===== src/rtl/invader_formation_ctrl_pkg.sv =====
// ----------------------------------------------------------------------------
// invader_formation_ctrl_pkg
//   Shared types and helpers for the invader formation controller.
//   - formation_state_t : IDLE / MARCH / HALT controller states
//   - dir_t             : horizontal march direction
//   - popcount32        : counts set bits of a (zero-extended) alive mask
// ----------------------------------------------------------------------------
package invader_formation_ctrl_pkg;

  typedef enum logic [1:0] {
    IDLE  = 2'd0,
    MARCH = 2'd1,
    HALT  = 2'd2
  } formation_state_t;

  typedef enum logic {
    DIR_RIGHT = 1'b0,
    DIR_LEFT  = 1'b1
  } dir_t;

  // Masks narrower than 32 bits are zero-extended by the caller.
  function automatic logic [5:0] popcount32(input logic [31:0] m);
    logic [5:0] c;
    c = 6'd0;
    for (int i = 0; i < 32; i++) begin
      c = c + {5'd0, m[i]};
    end
    return c;
  endfunction

endpackage


===== src/rtl/invader_formation_ctrl_if.sv =====
// ----------------------------------------------------------------------------
// invader_formation_ctrl_if
//   Hit-report channel between the collision logic (master) and the
//   formation controller (slave).
//   hit_valid  : 1-cycle pulse, invader hit_index was struck
//   hit_index  : index of the struck invader
//   hit_ack    : 1-cycle pulse, the cycle after hit_valid
//   hit_ok     : qualifies hit_ack; 1 = invader was alive and is now removed
// ----------------------------------------------------------------------------
interface invader_formation_ctrl_if #(
  parameter int NUM_INVADERS = 10
);
  localparam int IDX_W = (NUM_INVADERS > 1) ? $clog2(NUM_INVADERS) : 1;

  logic             hit_valid;
  logic [IDX_W-1:0] hit_index;
  logic             hit_ack;
  logic             hit_ok;

  modport master (output hit_valid, output hit_index, input hit_ack, input hit_ok);
  modport slave  (input hit_valid, input hit_index, output hit_ack, output hit_ok);

endinterface


===== src/rtl/invader_formation_ctrl_step_timer.sv =====
// ----------------------------------------------------------------------------
// invader_formation_ctrl_step_timer
//   8-bit frame down-counter that paces formation steps.
//   clk         : pixel clock
//   rst         : synchronous, active-high reset (count -> 0)
//   load_i      : load load_val_i (wins over tick_i)
//   load_val_i  : reload value
//   tick_i      : decrement by one, saturating at zero
//   expired_o   : count is zero, the next tick is a step
// ----------------------------------------------------------------------------
module invader_formation_ctrl_step_timer (
  input  logic       clk,
  input  logic       rst,
  input  logic       load_i,
  input  logic [7:0] load_val_i,
  input  logic       tick_i,
  output logic       expired_o
);

  logic [7:0] count_q;
  logic [7:0] count_d;

  // Next count: load beats tick, tick never underflows.
  always_comb begin
    count_d = count_q;
    if (load_i) begin
      count_d = load_val_i;
    end else if (tick_i && (count_q != 8'd0)) begin
      count_d = count_q - 8'd1;
    end else begin
      count_d = count_q;
    end
  end

  // Count register.
  always_ff @(posedge clk) begin
    if (rst) begin
      count_q <= 8'd0;
    end else begin
      count_q <= count_d;
    end
  end

  assign expired_o = (count_q == 8'd0);

endmodule


===== src/rtl/invader_formation_ctrl.sv =====
// ----------------------------------------------------------------------------
// invader_formation_ctrl
//   Motion and state source for the invader row. Marches the row left/right,
//   drops it at the edges, removes invaders on hit reports and publishes the
//   visible alive mask only on frame_tick so a frame never shows a torn row.
//   clk65MHz        : pixel clock
//   rst             : synchronous, active-high reset
//   frame_tick      : 1-cycle pulse at start of vblank
//   game_start      : 1-cycle pulse, (re)initialise and start marching
//   hit             : hit-report channel (slave side)
//   xpos / ypos     : formation offsets
//   invader_enable  : alive mask as shown on screen
//   all_destroyed   : sticky until game_start/rst
//   reached_bottom  : sticky until game_start/rst
// ----------------------------------------------------------------------------
module invader_formation_ctrl
  import invader_formation_ctrl_pkg::*;
#(
  parameter int NUM_INVADERS     = 10,
  parameter int X_MAX_OFFSET     = 100,
  parameter int Y_MAX_OFFSET     = 400,
  parameter int STEP_X           = 4,
  parameter int STEP_Y           = 16,
  parameter int MOVE_PERIOD_MIN  = 2,
  parameter int PERIOD_PER_ALIVE = 3
) (
  input  logic                      clk65MHz,
  input  logic                      rst,
  input  logic                      frame_tick,
  input  logic                      game_start,
  invader_formation_ctrl_if.slave   hit,
  output logic [9:0]                xpos,
  output logic [9:0]                ypos,
  output logic [NUM_INVADERS-1:0]   invader_enable,
  output logic                      all_destroyed,
  output logic                      reached_bottom
);

  localparam int IDX_W = (NUM_INVADERS > 1) ? $clog2(NUM_INVADERS) : 1;

  localparam logic [10:0]             X_MAX11     = 11'(X_MAX_OFFSET);
  localparam logic [10:0]             Y_MAX11     = 11'(Y_MAX_OFFSET);
  localparam logic [10:0]             STEP_X11    = 11'(STEP_X);
  localparam logic [10:0]             STEP_Y11    = 11'(STEP_Y);
  localparam logic [IDX_W:0]          NUM_IDX     = (IDX_W + 1)'(NUM_INVADERS);
  localparam logic [7:0]              FULL_RELOAD = 8'(MOVE_PERIOD_MIN + NUM_INVADERS * PERIOD_PER_ALIVE - 1);
  localparam logic [NUM_INVADERS-1:0] ALL_ALIVE   = {NUM_INVADERS{1'b1}};
  localparam logic [NUM_INVADERS-1:0] ONE_HOT0    = {{(NUM_INVADERS-1){1'b0}}, 1'b1};

  // Registers
  formation_state_t          state_q, state_d;
  dir_t                      dir_q, dir_d;
  logic [9:0]                xpos_q, xpos_d;
  logic [9:0]                ypos_q, ypos_d;
  logic [NUM_INVADERS-1:0]   pending_q, pending_d;
  logic [NUM_INVADERS-1:0]   enable_q, enable_d;
  logic                      alld_q, alld_d;
  logic                      bot_q, bot_d;
  logic                      hit_ack_q, hit_ack_d;
  logic                      hit_ok_q, hit_ok_d;

  // Combinational helpers
  logic                      hit_accept_s;
  logic [NUM_INVADERS-1:0]   pending_hit_s;
  logic                      march_tick_s;
  logic                      none_left_s;
  logic [5:0]                alive_cnt_s;
  logic [7:0]                reload_s;
  logic                      timer_expired_s;
  logic                      timer_load_s;
  logic [7:0]                timer_val_s;
  logic                      timer_tick_s;
  logic                      step_s;
  logic [10:0]                x_ext_s;
  logic [10:0]                y_drop_s;
  logic [10:0]                x_right_s;
  logic                      drop_s;
  logic                      bottom_s;

  // Hit acceptance and the post-hit mask; game_start and HALT swallow hits.
  always_comb begin
    hit_accept_s  = 1'b0;
    pending_hit_s = pending_q;
    if (hit.hit_valid && !game_start && (state_q != HALT) &&
        ({1'b0, hit.hit_index} < NUM_IDX)) begin
      hit_accept_s  = pending_q[hit.hit_index];
      pending_hit_s = pending_q & ~(ONE_HOT0 << hit.hit_index);
    end else begin
      hit_accept_s  = 1'b0;
      pending_hit_s = pending_q;
    end
  end

  // Step pacing: the period is taken from the mask including a same-cycle hit.
  always_comb begin
    march_tick_s = (state_q == MARCH) && frame_tick && !game_start;
    none_left_s  = (pending_hit_s == {NUM_INVADERS{1'b0}});
    alive_cnt_s  = popcount32(32'(pending_hit_s));
    reload_s     = 8'(MOVE_PERIOD_MIN) + 8'(alive_cnt_s) * 8'(PERIOD_PER_ALIVE) - 8'd1;
    step_s       = march_tick_s && !none_left_s && timer_expired_s;
    timer_tick_s = march_tick_s && !none_left_s;
    timer_load_s = game_start || step_s;
    timer_val_s  = game_start ? FULL_RELOAD : reload_s;
  end

  // Edge geometry in 11 bits so the comparisons cannot wrap.
  always_comb begin
    x_ext_s   = {1'b0, xpos_q};
    x_right_s = x_ext_s + STEP_X11;
    y_drop_s  = {1'b0, ypos_q} + STEP_Y11;
    bottom_s  = (y_drop_s >= Y_MAX11);
    if (dir_q == DIR_RIGHT) begin
      drop_s = (x_right_s > X_MAX11);
    end else begin
      drop_s = (x_ext_s < STEP_X11);
    end
  end

  invader_formation_ctrl_step_timer u_step_timer (
    .clk        (clk65MHz),
    .rst        (rst),
    .load_i     (timer_load_s),
    .load_val_i (timer_val_s),
    .tick_i     (timer_tick_s),
    .expired_o  (timer_expired_s)
  );

  // FSM next state.
  always_comb begin
    state_d = state_q;
    if (game_start) begin
      state_d = MARCH;
    end else begin
      case (state_q)
        IDLE:  state_d = IDLE;
        MARCH: begin
          if (march_tick_s && none_left_s) begin
            state_d = HALT;
          end else if (step_s && drop_s && bottom_s) begin
            state_d = HALT;
          end else begin
            state_d = MARCH;
          end
        end
        HALT:    state_d = HALT;
        default: state_d = IDLE;
      endcase
    end
  end

  // Datapath and output next values.
  always_comb begin
    dir_d     = dir_q;
    xpos_d    = xpos_q;
    ypos_d    = ypos_q;
    pending_d = pending_q;
    enable_d  = enable_q;
    alld_d    = alld_q;
    bot_d     = bot_q;
    hit_ack_d = hit.hit_valid;
    hit_ok_d  = hit_accept_s;
    if (game_start) begin
      dir_d     = DIR_RIGHT;
      xpos_d    = 10'd0;
      ypos_d    = 10'd0;
      pending_d = ALL_ALIVE;
      enable_d  = ALL_ALIVE;
      alld_d    = 1'b0;
      bot_d     = 1'b0;
    end else begin
      pending_d = pending_hit_s;
      // The visible mask only changes at vblank.
      if (frame_tick && (state_q != HALT)) begin
        enable_d = pending_hit_s;
      end else begin
        enable_d = enable_q;
      end
      if (march_tick_s && none_left_s) begin
        alld_d = 1'b1;
      end else begin
        alld_d = alld_q;
      end
      if (step_s && drop_s) begin
        ypos_d = y_drop_s[9:0];
        dir_d  = (dir_q == DIR_RIGHT) ? DIR_LEFT : DIR_RIGHT;
        bot_d  = bot_q | bottom_s;
      end else if (step_s) begin
        xpos_d = (dir_q == DIR_RIGHT) ? x_right_s[9:0] : (xpos_q - 10'(STEP_X));
      end else begin
        xpos_d = xpos_q;
      end
    end
  end

  // State and datapath registers.
  always_ff @(posedge clk65MHz) begin
    if (rst) begin
      state_q   <= IDLE;
      dir_q     <= DIR_RIGHT;
      xpos_q    <= 10'd0;
      ypos_q    <= 10'd0;
      pending_q <= ALL_ALIVE;
      enable_q  <= ALL_ALIVE;
      alld_q    <= 1'b0;
      bot_q     <= 1'b0;
      hit_ack_q <= 1'b0;
      hit_ok_q  <= 1'b0;
    end else begin
      state_q   <= state_d;
      dir_q     <= dir_d;
      xpos_q    <= xpos_d;
      ypos_q    <= ypos_d;
      pending_q <= pending_d;
      enable_q  <= enable_d;
      alld_q    <= alld_d;
      bot_q     <= bot_d;
      hit_ack_q <= hit_ack_d;
      hit_ok_q  <= hit_ok_d;
    end
  end

  assign xpos           = xpos_q;
  assign ypos           = ypos_q;
  assign invader_enable = enable_q;
  assign all_destroyed  = alld_q;
  assign reached_bottom = bot_q;
  assign hit.hit_ack    = hit_ack_q;
  assign hit.hit_ok     = hit_ok_q;

endmodule


===== src/flat_wrapper.sv =====
// flat-port wrapper written by rule: the top's interface ports become plain ports
module invader_formation_ctrl_flat import invader_formation_ctrl_pkg::*;
#(
  parameter int NUM_INVADERS     = 10,
  parameter int X_MAX_OFFSET     = 100,
  parameter int Y_MAX_OFFSET     = 400,
  parameter int STEP_X           = 4,
  parameter int STEP_Y           = 16,
  parameter int MOVE_PERIOD_MIN  = 2,
  parameter int PERIOD_PER_ALIVE = 3
)
  (clk65MHz, rst, frame_tick, game_start, xpos, ypos, invader_enable, all_destroyed, reached_bottom, hit_hit_valid, hit_hit_index, hit_hit_ack, hit_hit_ok);
  invader_formation_ctrl_if #(.NUM_INVADERS(NUM_INVADERS)) hit_i ();
  input  logic clk65MHz;
  input  logic rst;
  input  logic frame_tick;
  input  logic game_start;
  output logic [9:0] xpos;
  output logic [9:0] ypos;
  output logic [NUM_INVADERS-1:0] invader_enable;
  output logic all_destroyed;
  output logic reached_bottom;
  input wire logic [$bits(hit_i.hit_valid)-1:0] hit_hit_valid;
  input wire logic [$bits(hit_i.hit_index)-1:0] hit_hit_index;
  output wire logic [$bits(hit_i.hit_ack)-1:0] hit_hit_ack;
  output wire logic [$bits(hit_i.hit_ok)-1:0] hit_hit_ok;
  assign hit_i.hit_valid = hit_hit_valid;
  assign hit_i.hit_index = hit_hit_index;
  assign hit_hit_ack = hit_i.hit_ack;
  assign hit_hit_ok = hit_i.hit_ok;
  invader_formation_ctrl #(.NUM_INVADERS(NUM_INVADERS), .X_MAX_OFFSET(X_MAX_OFFSET), .Y_MAX_OFFSET(Y_MAX_OFFSET), .STEP_X(STEP_X), .STEP_Y(STEP_Y), .MOVE_PERIOD_MIN(MOVE_PERIOD_MIN), .PERIOD_PER_ALIVE(PERIOD_PER_ALIVE)) u_core (.clk65MHz(clk65MHz), .rst(rst), .frame_tick(frame_tick), .game_start(game_start), .hit(hit_i), .xpos(xpos), .ypos(ypos), .invader_enable(invader_enable), .all_destroyed(all_destroyed), .reached_bottom(reached_bottom));
endmodule

===== config.mk =====
export PLATFORM = sky130hd
export DESIGN_NAME = invader_formation_ctrl_flat
export DESIGN_NICKNAME = d
export VERILOG_FILES = /design/src/rtl/invader_formation_ctrl_pkg.sv /design/src/rtl/invader_formation_ctrl_if.sv /design/src/rtl/invader_formation_ctrl_step_timer.sv /design/src/rtl/invader_formation_ctrl.sv /design/src/flat_wrapper.sv
export SDC_FILE = /design/constraint.sdc
export NUM_CORES = 1
export LEC_CHECK = 0
export BUFFER_PORTS_ARGS = -buffer_cell sky130_fd_sc_hd__buf_2
export CAP_MARGIN = 20
export CORE_UTILIZATION = 58
export DETAILED_ROUTE_END_ITERATION = 7
export PLACE_DENSITY = 0.89
export SYNTH_ARGS = -nofsm -noshare
export SYNTH_HDL_FRONTEND = slang
export SYNTH_SLANG_ARGS = --single-unit

===== constraint.sdc =====
create_clock -name clk65MHz -period 7.3 [get_ports clk65MHz]
set_input_delay 0.73 -clock clk65MHz [delete_from_list [all_inputs] [get_ports clk65MHz]]
set_output_delay 0.73 -clock clk65MHz [all_outputs]
set_load 0.05 [all_outputs]

==> results.yml <==
outcome:
  status: "finished, final reports clean"
routing:
  wl_mm: 7.30
  vias: 3079
  drt-pass1-iter-count: 5
  wl_per_cell_um: 14.9
  drt_iter0_drc: 364
  drc: 0
  detail-route-antenna-nets: 0
  vias_per_cell: 6.30
timing:
  fin_crit_ns: 6.37
  relSlewSlack_pct: 39.2
  slew_viol_final: 0
  final-hold-violation-count: 0
  min_period_over_period_pct: 87.2
  skew_ns: 0.00887
  fin_ws_ns: 0.932
  rsz0062_at_grt: "false"
  worst_slew_pin_slew_ns: 0.911
  setup_tns_ns: 0
  fmax_mhz: 157
  setup_viol: 0
  hold_slack_ns: 0.484
placement:
  pre_cts_ws_ns: 0.666
  dp_hpwl_mm: 5.31
  gp_congestion: 0.891
  portBuffers: 36
setup_path:
  cpMostUsedCell: "fa_1"
  cp_top_family: "adder cells"
  reg2reg_from: "u_core.state_q[0]"
  cp-start-kind: "flip-flop"
  timing.rr.end: "u_core.u_step_timer.count_q[5]"
  slowest_delay_ns: 0.57
  rrSetupSlack_ns: 0.93
  end_kind: "flip-flop"
  critical_path.n_buffers_inverters: 3
  r2r_cells: 20
  cp_cell_sequence: "inv_1, ha_1, or3b_1, or3_1, o21ai_0, ha_1, inv_1, fa_1, fa_1, fa_1, fa_1, fa_1, inv_1, ha_1, nor2b_1, o21a_1, o21a_1, or3_1, a21oi_1, a211oi_1"
  critPathLaunch: "u_core.state_q[0]"
  crit_fanout: 6
  path_class: "reg -> reg"
  critPathRequiredTime_ns: 7.46
  crit_cells: 20
  crit_end: "u_core.u_step_timer.count_q[5]"
  slowest_stage: "fa_1"
  crit_arrival_ns: 6.53
finish:
  synthToLayoutAreaGrowth_pct: 7.58
  diodes: 0
  layout-drive-gt1-share_pct: 15.3
  fill_cells: 462
  num-nets-final: 450
  post-route-util_pct: 64.6
clock_tree:
  cts_max_level: 2
  cts_tree: "yes"
  cts_buffers: 5
  clock_latency_ns: 0.31
  cts_buffer_depth: 2
  ctsResizeCount: 0
  root_buffer: "clkbuf_8"
  post_cts_buffers: 0
  clkSinkCount: 49
  cts.reportedPaths.clkPinSlew_ns: 0.10
  hold_buffers: 0
global_routing:
  grt_max_degree: 26
  grt_pass1_vias: 2664
  grt_usage_pct: 25.2
  grt_pass1_wl_mm: 12.3
  grt_overflow: 0
  antenna_found_initial: 0
floorplan:
  initial_core_util_pct: 60.0
  die_area_um2: 5970
  die_h_um: 77.3
  die_w_um: 77.3
  io_pins: 43
  core_um2: 5470
  fp-row-count: 27
synthesis:
  synthDominantCellAreaShare_pct: 29.9
  ys.flop_type: "dfxtp_1"
  synthArstFlopShare_pct: 0
  synth_top_area_cell: "dfxtp_1"
  avgSynthCellArea_um2: 8.27
  netlist_instances: 397
  synth.area.top_cells: "dfxtp_1, ha_1, nand2_1, fa_1, a21oi_1"
  synth_most_common_cell: "dfxtp_1"
  synth_seq_cells: 49
  yosysWarnings: 0
  synth_edf_count: 0
  ys_types: 66
  synth_common_cells: "dfxtp_1, nand2_1, inv_1, a21oi_1, nor2_1"
  seq_area_frac_synth_pct: 29.9
  syn_area_um2: 3280
flow_run:
  maxCapViolations: 0
power_and_ir_drop:
  power_density_nw_per_um2: 150
  p_leak_nw: 1.38
  peakVddDrop_mv: 0.0834
worst_hold_path:
  hp-class: "reg -> reg"
  whs_path_depth: 2
[worst register-to-register path: stages, from the launching register on]
cell and delay, ns:
dfxtp_1 0.35, inv_1 0.05, ha_1 0.21, or3b_1 0.49
or3_1 0.38, o21ai_0 0.43, ha_1 0.31, inv_1 0.08
fa_1 0.42, fa_1 0.52, fa_1 0.52, fa_1 0.47
fa_1 0.57, inv_1 0.09, ha_1 0.30, nor2b_1 0.14
o21a_1 0.18, o21a_1 0.18, or3_1 0.30, a21oi_1 0.16
a211oi_1 0.06
[area by class of cell]
| cell class | count | area, um^2 | share of cell area, % |
|---|---|---|---|
| Clock buffer | 5 | 68.8 | 1.95 |
| Clock inverter | 3 | 21.3 | 0.602 |
| Inverter | 26 | 97.6 | 2.76 |
| Multi-Input combinational cell | 296 | 2080 | 58.9 |
| Sequential cell | 49 | 981 | 27.8 |
| Tap cell | 72 | 90.1 | 2.55 |
| Timing Repair Buffer | 38 | 195 | 5.52 |
[cell usage in the layout, fill, tap and decap left out, drive strengths merged, types with 5 or more instances in the layout]
cell	synthesis	final
dfxtp	49	49
nand2	41	41
buf	13	38
inv	26	27
nor2	23	23
a21oi	22	22
o21ai	22	22
ha	18	18
o211ai	14	14
nand3	13	13
a211oi	10	10
o31ai	7	7
nor3	7	7
and3	7	7
fa	7	7
nor3b	6	6
o21a	6	6
conb	1	6
nor2b	5	5
clkbuf	18	5
or4b	5	5
[worst min path at each step]
| stage | startpoint | end | slack [ns] |
|---|---|---|---|
| finish | u_core.invader_enable[8] | u_core.invader_enable[8] | 0.48 |
| global route | u_core.invader_enable[0] | u_core.invader_enable[0] | 0.51 |
| CTS | u_core.invader_enable[8] | u_core.invader_enable[8] | 0.49 |
| detailed placement | u_core.invader_enable[8] | u_core.invader_enable[8] | 0.47 |
| global placement | u_core.reached_bottom | u_core.reached_bottom | 0.44 |
| floorplan | u_core.pending_q[2] | u_core.pending_q[2] | 0.48 |
[sequential cells by signal (all words and copies together) (netlist names)]
signal and count:
u_core.state_q 2, u_core.u_step_timer.count_q 8, u_core.hit.hit_ok 1, u_core.reached_bottom 1, u_core.hit.hit_ack 1, u_core.pending_q 10
u_core.dir_q 1, u_core.all_destroyed 1, u_core.ypos 6, u_core.xpos 8, u_core.invader_enable 10
[cell families (layout without fill, tap and decap cells)]
logic type      count (synthesis)  count (layout)  share of synthesized area (%)
xor+xnor                        5               5                           1.33
simple gates                  143             143                           23.8
compound gates                111             111                           23.8
fa+ha+maj                      25              25                           11.1
mux                             6               6                           2.59
flops                          49              49                           29.9
buf+inv                        57              72                           7.39
other cells                     1               6                          0.114
[through the flow]
step | cell area (um^2) | total power, mW | std cells
final | 3530 | 0.529 | 489
after detailed placement | 3440 | 0.368 | 481
after global placement | 3440 | 0.364 | 481
after global routing | 3530 | 0.552 | 489
after floorplan | 3300 | 0.353 | 402
after CTS | 3530 | 0.531 | 489
[report_power, final]
group	internal, mW	switching (mW)	total (mW)
registers	0.273	0.00456	0.277
logic	0.0291	0.0566	0.0858
clock network	0.0682	0.0983	0.166
[per-layer routing]
layer	vias up	wire length [um]	global-route usage [%]
met5	-	0	0
met3	15	486	4.88
met1	1452	3260	33.9
met2	131	3410	39.9
li1	1481	-	-
met4	0	136	9.25
No activity file was read; power rests on OpenSTA's default activity.
